--- src/rtl/led_pattern_pkg.sv ---
// rtl/led_pattern_pkg.sv - mode encodings and shared constants for led_pattern_engine
// LED_PATTERN_BREATHE_EN selects whether mode 3 (BREATHE) exists in the mode ring.
package led_pattern_pkg;

  typedef enum logic [1:0] {
    MODE_BLINK   = 2'd0,
    MODE_CHASE   = 2'd1,
    MODE_COUNT   = 2'd2,
    MODE_BREATHE = 2'd3
  } mode_e;

  localparam int SPEED_MAX = 4;
  localparam int SPEED_RST = 2;
  localparam int SPEED_W   = 3;
  localparam int PWM_W     = 8;
  localparam int DUTY_STEP = 16;
  localparam int DUTY_TOP  = (1 << PWM_W) - DUTY_STEP;

  function automatic mode_e next_mode(input mode_e m);
    case (m)
      MODE_BLINK: return MODE_CHASE;
      MODE_CHASE: return MODE_COUNT;
`ifdef LED_PATTERN_BREATHE_EN
      MODE_COUNT: return MODE_BREATHE;
`else
      MODE_COUNT: return MODE_BLINK;
`endif
      default:    return MODE_BLINK;
    endcase
  endfunction

endpackage

--- src/rtl/led_pattern_engine_debounce.sv ---
// rtl/led_pattern_engine_debounce.sv - button synchroniser, debouncer and press pulse
// A press is only reported once the button has been seen stably released since reset.
module btn_debounce #(
  parameter int DEBOUNCE_CYCLES = 120000
) (
  input  logic clk,
  input  logic rst_n,
  input  logic btn,
  output logic press
);

  localparam int CNT_W = $clog2(DEBOUNCE_CYCLES + 1);
  localparam logic [CNT_W-1:0] CNT_LAST = CNT_W'(DEBOUNCE_CYCLES - 1);
  localparam logic [CNT_W-1:0] CNT_FULL = CNT_W'(DEBOUNCE_CYCLES);

  logic             sync1;
  logic             sync2;
  logic             cand;
  logic             level;
  logic             armed;
  logic [CNT_W-1:0] run;
  logic             settle;

  // run counts consecutive identical synchronised samples; settle fires on the Nth one
  assign settle = (sync2 == cand) && (run == CNT_LAST);

  always_ff @(posedge clk or negedge rst_n) begin
    if (!rst_n) begin
      sync1 <= 1'b0;
      sync2 <= 1'b0;
      cand  <= 1'b0;
      run   <= '0;
      level <= 1'b0;
      armed <= 1'b0;
      press <= 1'b0;
    end else begin
      sync1 <= btn;
      sync2 <= sync1;
      cand  <= sync2;
      press <= 1'b0;
      if (sync2 != cand) begin
        run <= CNT_W'(1);
      end else if (run != CNT_FULL) begin
        run <= run + CNT_W'(1);
      end
      if (settle) begin
        level <= sync2;
        if (!sync2) begin
          armed <= 1'b1;
        end
        press <= sync2 && !level && armed;
      end
    end
  end

endmodule

--- src/rtl/led_pattern_engine.sv ---
// rtl/led_pattern_engine.sv - button-driven LED pattern generator (BLINK/CHASE/COUNT/BREATHE)
// BREATHE mode and its PWM logic exist only when LED_PATTERN_BREATHE_EN is defined.
module led_pattern_engine
  import led_pattern_pkg::*;
#(
  parameter int N_LED           = 5,
  parameter int BASE_DIV        = 750000,
  parameter int DEBOUNCE_CYCLES = 120000
) (
  input  logic             CLK,
  input  logic             RST_N,
  input  logic             BTN1,
  input  logic             BTN2,
  input  logic             BTN3,
  output logic [N_LED-1:0] LED,
  output logic [1:0]       MODE,
  output logic             TICK
);

  localparam int DIV_W = $clog2(BASE_DIV * (1 << SPEED_MAX) + 1);

  logic press_mode;
  logic press_slow;
  logic press_fast;

  btn_debounce #(.DEBOUNCE_CYCLES(DEBOUNCE_CYCLES)) u_btn1 (
    .clk(CLK), .rst_n(RST_N), .btn(BTN1), .press(press_mode)
  );
  btn_debounce #(.DEBOUNCE_CYCLES(DEBOUNCE_CYCLES)) u_btn2 (
    .clk(CLK), .rst_n(RST_N), .btn(BTN2), .press(press_slow)
  );
  btn_debounce #(.DEBOUNCE_CYCLES(DEBOUNCE_CYCLES)) u_btn3 (
    .clk(CLK), .rst_n(RST_N), .btn(BTN3), .press(press_fast)
  );

  // BTN1 always wins; BTN2 and BTN3 together cancel each other out
  logic act_mode;
  logic act_slow;
  logic act_fast;

  assign act_mode = press_mode;
  assign act_slow = press_slow && !press_mode && !press_fast;
  assign act_fast = press_fast && !press_mode && !press_slow;

  mode_e              mode_q;
  mode_e              mode_d;
  logic [SPEED_W-1:0] speed_q;
  logic [SPEED_W-1:0] speed_d;
  logic [DIV_W-1:0]   div_q;
  logic [DIV_W-1:0]   period_m1;
  logic               restart;
  logic               tick;

  always_ff @(posedge CLK or negedge RST_N) begin
    if (!RST_N) begin
      mode_q  <= MODE_BLINK;
      speed_q <= SPEED_W'(SPEED_RST);
    end else begin
      mode_q  <= mode_d;
      speed_q <= speed_d;
    end
  end

  always_comb begin
    mode_d  = mode_q;
    speed_d = speed_q;
    if (act_mode) begin
      mode_d = next_mode(mode_q);
    end else if (act_slow && (speed_q != SPEED_W'(SPEED_MAX))) begin
      speed_d = speed_q + SPEED_W'(1);
    end else if (act_fast && (speed_q != '0)) begin
      speed_d = speed_q - SPEED_W'(1);
    end
  end

  // a saturated speed press is not a change and leaves the divider running
  assign restart   = (mode_d != mode_q) || (speed_d != speed_q);
  assign period_m1 = (DIV_W'(BASE_DIV) << speed_q) - DIV_W'(1);
  assign tick      = (div_q == period_m1) && !restart;

  always_ff @(posedge CLK or negedge RST_N) begin
    if (!RST_N) begin
      div_q <= '0;
    end else if (restart || (div_q == period_m1)) begin
      div_q <= '0;
    end else begin
      div_q <= div_q + DIV_W'(1);
    end
  end

  assign TICK = tick;
  assign MODE = mode_q;

  logic [N_LED-1:0] breathe_led;

`ifdef LED_PATTERN_BREATHE_EN
  logic [PWM_W-1:0] pwm;
  logic [PWM_W-1:0] duty;
  logic             ramp_up;

  always_ff @(posedge CLK or negedge RST_N) begin
    if (!RST_N) begin
      pwm     <= '0;
      duty    <= '0;
      ramp_up <= 1'b1;
    end else begin
      pwm <= pwm + PWM_W'(1);
      if (act_mode) begin
        duty    <= '0;
        ramp_up <= 1'b1;
      end else if (tick && (mode_q == MODE_BREATHE)) begin
        if (ramp_up) begin
          if (duty == PWM_W'(DUTY_TOP)) begin
            duty    <= duty - PWM_W'(DUTY_STEP);
            ramp_up <= 1'b0;
          end else begin
            duty <= duty + PWM_W'(DUTY_STEP);
          end
        end else begin
          if (duty == '0) begin
            duty    <= PWM_W'(DUTY_STEP);
            ramp_up <= 1'b1;
          end else begin
            duty <= duty - PWM_W'(DUTY_STEP);
          end
        end
      end
    end
  end

  assign breathe_led = {N_LED{pwm < duty}};
`else
  assign breathe_led = '0;
`endif

  logic chase_up;

  always_ff @(posedge CLK or negedge RST_N) begin
    if (!RST_N) begin
      LED      <= '0;
      chase_up <= 1'b1;
    end else if (act_mode) begin
      chase_up <= 1'b1;
      LED      <= (mode_d == MODE_CHASE) ? N_LED'(1) : '0;
    end else begin
      case (mode_q)
        MODE_BLINK: begin
          if (tick) LED <= ~LED;
        end
        MODE_CHASE: begin
          if (tick) begin
            if (chase_up) begin
              if (LED[N_LED-1]) begin
                LED      <= LED >> 1;
                chase_up <= 1'b0;
              end else begin
                LED <= LED << 1;
              end
            end else begin
              if (LED[0]) begin
                LED      <= LED << 1;
                chase_up <= 1'b1;
              end else begin
                LED <= LED >> 1;
              end
            end
          end
        end
        MODE_COUNT: begin
          if (tick) LED <= LED + N_LED'(1);
        end
        default: begin
          LED <= breathe_led;
        end
      endcase
    end
  end

endmodule

--- config.mk ---
export PLATFORM = sky130hd
export DESIGN_NAME = led_pattern_engine
export DESIGN_NICKNAME = d
export VERILOG_FILES = /design/src/rtl/led_pattern_pkg.sv /design/src/rtl/led_pattern_engine_debounce.sv /design/src/rtl/led_pattern_engine.sv
export SDC_FILE = /design/constraint.sdc
export NUM_CORES = 1
export LEC_CHECK = 0
export CAP_MARGIN = 30
export CELL_PAD_IN_SITES_DETAIL_PLACEMENT = 0
export CELL_PAD_IN_SITES_GLOBAL_PLACEMENT = 1
export CORE_MARGIN = 2
export CORE_UTILIZATION = 45
export CTS_BUF_LIST = sky130_fd_sc_hd__clkbuf_4 sky130_fd_sc_hd__clkbuf_8
export DETAILED_ROUTE_END_ITERATION = 8
export PLACE_DENSITY = 0.85
export RECOVER_POWER = 100
export SLEW_MARGIN = 20
export SYNTH_ARGS = -nofsm -noshare
export SYNTH_HDL_FRONTEND = slang
export SYNTH_SLANG_ARGS = --single-unit
--- constraint.sdc ---
create_clock -name CLK -period 4.8 [get_ports CLK]
set_clock_uncertainty 0.2 [all_clocks]
set_input_delay 0.48 -clock CLK [delete_from_list [all_inputs] [get_ports CLK]]
set_output_delay 0.48 -clock CLK [all_outputs]
set_load 0.05 [all_outputs]
==> flow_metrics.py <==
metrics = {
    "synthesis": {
        "syn-instance-count": 618,
        "netlist-cell-type-count": 54,
        "yosys_warn_count": 0,
        "share_of_the_yosys_chip_area_belonging_to_registers_pct": 44.9,
        "synth-async-reset-ratio_pct": 100,
        "synthesis.area_um2": 5800,
        "synth_edf_count": 0,
        "post_synthesis_average_cell_area_um2": 9.38,
        "synth.ff_latch_count": 104,
        "synth_flop_cell": "sky130_fd_sc_hd__dfrtp_1",
        "syn-num-nets": 641,
    },
    "timing": {
        "worst_slew_pin_slew_ps": 1870,
        "post-route-period-util_pct": 93.4,
        "setup_tns_ps": 0,
        "setup_viol_count_final": 0,
        "grt_setup_unrepaired": "false",
        "maximum_operating_frequency_ghz": 0.223,
        "period_needed_ps": 4480,
        "slew-limit-headroom_pct": -24.6,
        "finalHoldViolCount": 0,
        "slew_violations": 79,
    },
    "global_route": {
        "grt_antenna_before_repair": 0,
        "via_count_of_the_first_global_routing_pass": 4216,
        "grt_busiest_layer": "met2",
        "grt_util_all_layers_pct": 17.3,
        "grt_max_degree": 77,
        "overflow": 0,
        "grtUsageMet2_pct": 28.5,
        "grt_first_pass_wirelength_mm": 19.7,
        "groute.layer.met3.usage_pct": 4.51,
        "grtUsageMet1_pct": 22.4,
    },
    "critical_path": {
        "endpoint_kind": "primary output",
        "cp_max_fanout": 14,
        "path_common_cell": "sky130_fd_sc_hd__ha_1",
        "critical_path.cell_chain": "clkinvlp_4, ha_1, ha_1, inv_1, ha_1, xnor2_1, xnor2_1, or3_1, a221oi_2, nand2_1, and4bb_4, buf_12",
        "worst_path_max_delay_cell": "sky130_fd_sc_hd__dfstp_4",
        "critical-path-max-stage-delay_ps": 730,
        "cp.required_ps": 4120,
        "worstPathArrival_ps": 3800,
        "crit_type": "reg2out",
        "critical_path.startpoint_type": "register",
    },
    "place": {
        "dpl.hpwl_mm": 7.87,
        "weighted_congestion_reported_at_the_end_of_routability_driven_placement": 0.932,
        "io_buffers": 12,
        "post-place-cells": 783,
    },
    "pwr": {
        "sw_frac_of_total_pct": 25.2,
        "pwr-share-clk_pct": 36.4,
        "p_sw_mw": 0.399,
        "vdd.ir_drop.worst_mv": 0.225,
        "power.density_nw_per_um2": 252,
        "cell_internal_pwr_mw": 1.19,
        "static-leakage-power_nw": 2.84,
        "power.share.combinational_pct": 5.8,
        "sequential_power_share_pct": 57.9,
        "totalPowerFinal_mw": 1.59,
    },
    "cells_and_area": {
        "nets": 647,
        "finalNonFillerCells": 800,
        "insertedDiodeCount": 0,
        "area_growth_syn_to_layout_pct": 8.44,
        "final_common_cell": "sky130_fd_sc_hd__dfrtp_1",
        "layout_common_cells": "sky130_fd_sc_hd__dfrtp_1, sky130_fd_sc_hd__nor2_1, sky130_fd_sc_hd__xor2_1, sky130_fd_sc_hd__nand2_1, sky130_fd_sc_hd__nand3_1",
        "layout-drive-gt1-share_pct": 5.25,
    },
    "routing": {
        "detailedRoute.firstPassIterationCount": 4,
        "antenna_left": 0,
        "dr_total_vias": 4322,
        "route.detailed.vias_per_inst": 5.40,
        "number_of_design_rule_violations_left_by_the_first_detailed_router_iteration": 299,
        "number_of_drc_violations_after_detailed_routing": 0,
        "wl_mm": 11.5,
        "routedWlPerCell_um": 14.3,
    },
    "status": {
        "status": "complete, but fails checks",
        "failed_checks": "capacitance limit, slew limit",
    },
    "die": {
        "fp.dieArea_um2": 13800,
        "die_w_um": 118,
        "start_util_pct": 45.9,
        "floorplan.die.height_um": 118,
        "io-pin-count": 13,
        "num_rows": 41,
        "core_area_um2": 12600,
    },
    "clocking": {
        "cts.reportedPaths.clkPinSlew_ps": 100,
        "post-cts-setup-buffer-count": 0,
        "clock-sinks": 104,
        "clock_tree.root_cell": "sky130_fd_sc_hd__clkbuf_8",
        "clk-insertion-delay-late_ps": 380,
        "cts_tree": "yes",
        "cts-root-to-sink-buffers": 2,
        "cts-buffers-inserted": 9,
        "h-tree-depth": 3,
    },
    "min_path": {
        "worst_hold_path_type": "reg2reg",
    },
    "flow_run": {
        "max-cap-violations": 2,
    },
}
-- critical path, delay by kind of cell, from the launching register on --
| kind | cells | cell delay, ps |
|---|---|---|
| AOI/OAI and AO/OA | 1 | 290 |
| adders and majority gates | 3 | 790 |
| buffers and inverters | 3 | 480 |
| DFF | 1 | 730 |
| xor gates and xnor gates | 2 | 270 |
| and+or+nand+nor | 3 | 860 |
-- state kept, by name, summed over array words and instances, names as in the netlist, 2 cells and up --
name        count
u_btn3.run     17
u_btn2.run     17
LED             5
u_btn1.run     17
speed_q         3
MODE            2
div_q          24
-- final timing paths --
check	start	end	slack, ps	depth (start not counted)
worst max register to register	speed_q[1]$_DFF_PN1_	div_q[9]$_DFF_PN0_	860	13
worst min-delay path	u_btn2.sync1$_DFF_PN0_	u_btn2.sync2$_DFF_PN0_	160	0
min in group asynchronous	RST_N	u_btn2.run[5]$_DFFE_PN0P_	910	2
worst min register to register	u_btn2.sync1$_DFF_PN0_	u_btn2.sync2$_DFF_PN0_	160	0
worst max-delay path	speed_q[1]$_DFF_PN1_	TICK	320	12
max in group asynchronous	RST_N	div_q[6]$_DFF_PN0_	840	3
-- power by group through the flow --
stage	sequential [mW]	clock [mW]	combinational, mW
final	0.918	0.577	0.0913
after global routing	0.923	0.630	0.108
after floorplan	0.931	0	0.0576
after detailed placement	0.936	0	0.0945
after CTS	0.919	0.599	0.0953
after global placement	0.934	0	0.0889
-- metal layers --
layer	vias to the layer above	wire length, um
met3	19	382
met4	0	238
met2	76	5470
li1	2119	-
met5	-	0
met1	2108	5360
-- through the flow --
step / hold WS, ps / setup WS [ps] / cell area [um2] / utilization (%)
final: 157 / 316 / 6290 / 49.8
after global routing: 179 / 18.1 / 6290 / 49.8
after CTS: 64.0 / 153 / 6290 / 49.8
after detailed placement: 136 / 608 / 6090 / 48.2
after global placement: 134 / 689 / 6070 / 48.1
after floorplan: -15.6 / 1020 / 5800 / -
-- logic make-up (layout without fill, tap and decap cells) --
kind of cell	Yosys count	count (layout)	synth area share, %
compound gates	72	72	8.07
fa+ha+maj	18	18	3.89
mux	14	14	2.50
flops	104	104	44.9
xor+xnor	89	89	13.8
buf+inv	48	58	3.43
simple gates	273	273	23.3
-- cell usage after synthesis, types with 3 or more instances --
cell type	instances	area (um2)
sky130_fd_sc_hd__and3_1	18	113
sky130_fd_sc_hd__nor4_1	7	43.8
sky130_fd_sc_hd__a31oi_1	4	25.0
sky130_fd_sc_hd__o21ai_0	17	85.1
sky130_fd_sc_hd__nor2_1	95	357
sky130_fd_sc_hd__a21oi_1	20	100
sky130_fd_sc_hd__dfrtp_1	102	2550
sky130_fd_sc_hd__nor2b_1	8	50.1
sky130_fd_sc_hd__a211o_1	4	35.0
sky130_fd_sc_hd__ha_1	18	225
sky130_fd_sc_hd__a21o_1	4	30.0
sky130_fd_sc_hd__buf_2	6	30.0
sky130_fd_sc_hd__or3_1	6	37.5
sky130_fd_sc_hd__xnor2_1	32	280
sky130_fd_sc_hd__and2_1	4	25.0
sky130_fd_sc_hd__mux2i_1	10	100
sky130_fd_sc_hd__xor2_1	55	482
sky130_fd_sc_hd__mux2_2	4	45.0
sky130_fd_sc_hd__nor4bb_1	3	30.0
sky130_fd_sc_hd__nor4b_1	3	26.3
sky130_fd_sc_hd__o211ai_1	4	30.0
sky130_fd_sc_hd__clkbuf_1	16	60.1
sky130_fd_sc_hd__buf_4	3	22.5
sky130_fd_sc_hd__nand2b_1	11	68.8
sky130_fd_sc_hd__nor3b_1	3	22.5
sky130_fd_sc_hd__nor3_1	17	85.1
sky130_fd_sc_hd__inv_1	21	78.8
sky130_fd_sc_hd__o21bai_1	3	22.5
sky130_fd_sc_hd__nand3_1	34	170
sky130_fd_sc_hd__nand2_1	41	154
sky130_fd_sc_hd__nand4_1	13	81.3
-- repair_timing --
action                                  CTS  global route
endpoints found under the setup margin    0             1
hold endpoints to repair                  0            33
resized for setup                         0             3
hold buffers                              0             1
-- final cells by class --
class	instances	area (um2)
Fill cell	1217	6330
Clock inverter	5	63.8
Tap cell	172	215
Multi-Input combinational cell	466	2990
Clock buffer	10	138
Timing Repair Buffer	20	181
Inverter	23	90.1
Sequential cell	104	2610
Note: power is estimated with default switching activity, not from simulation.
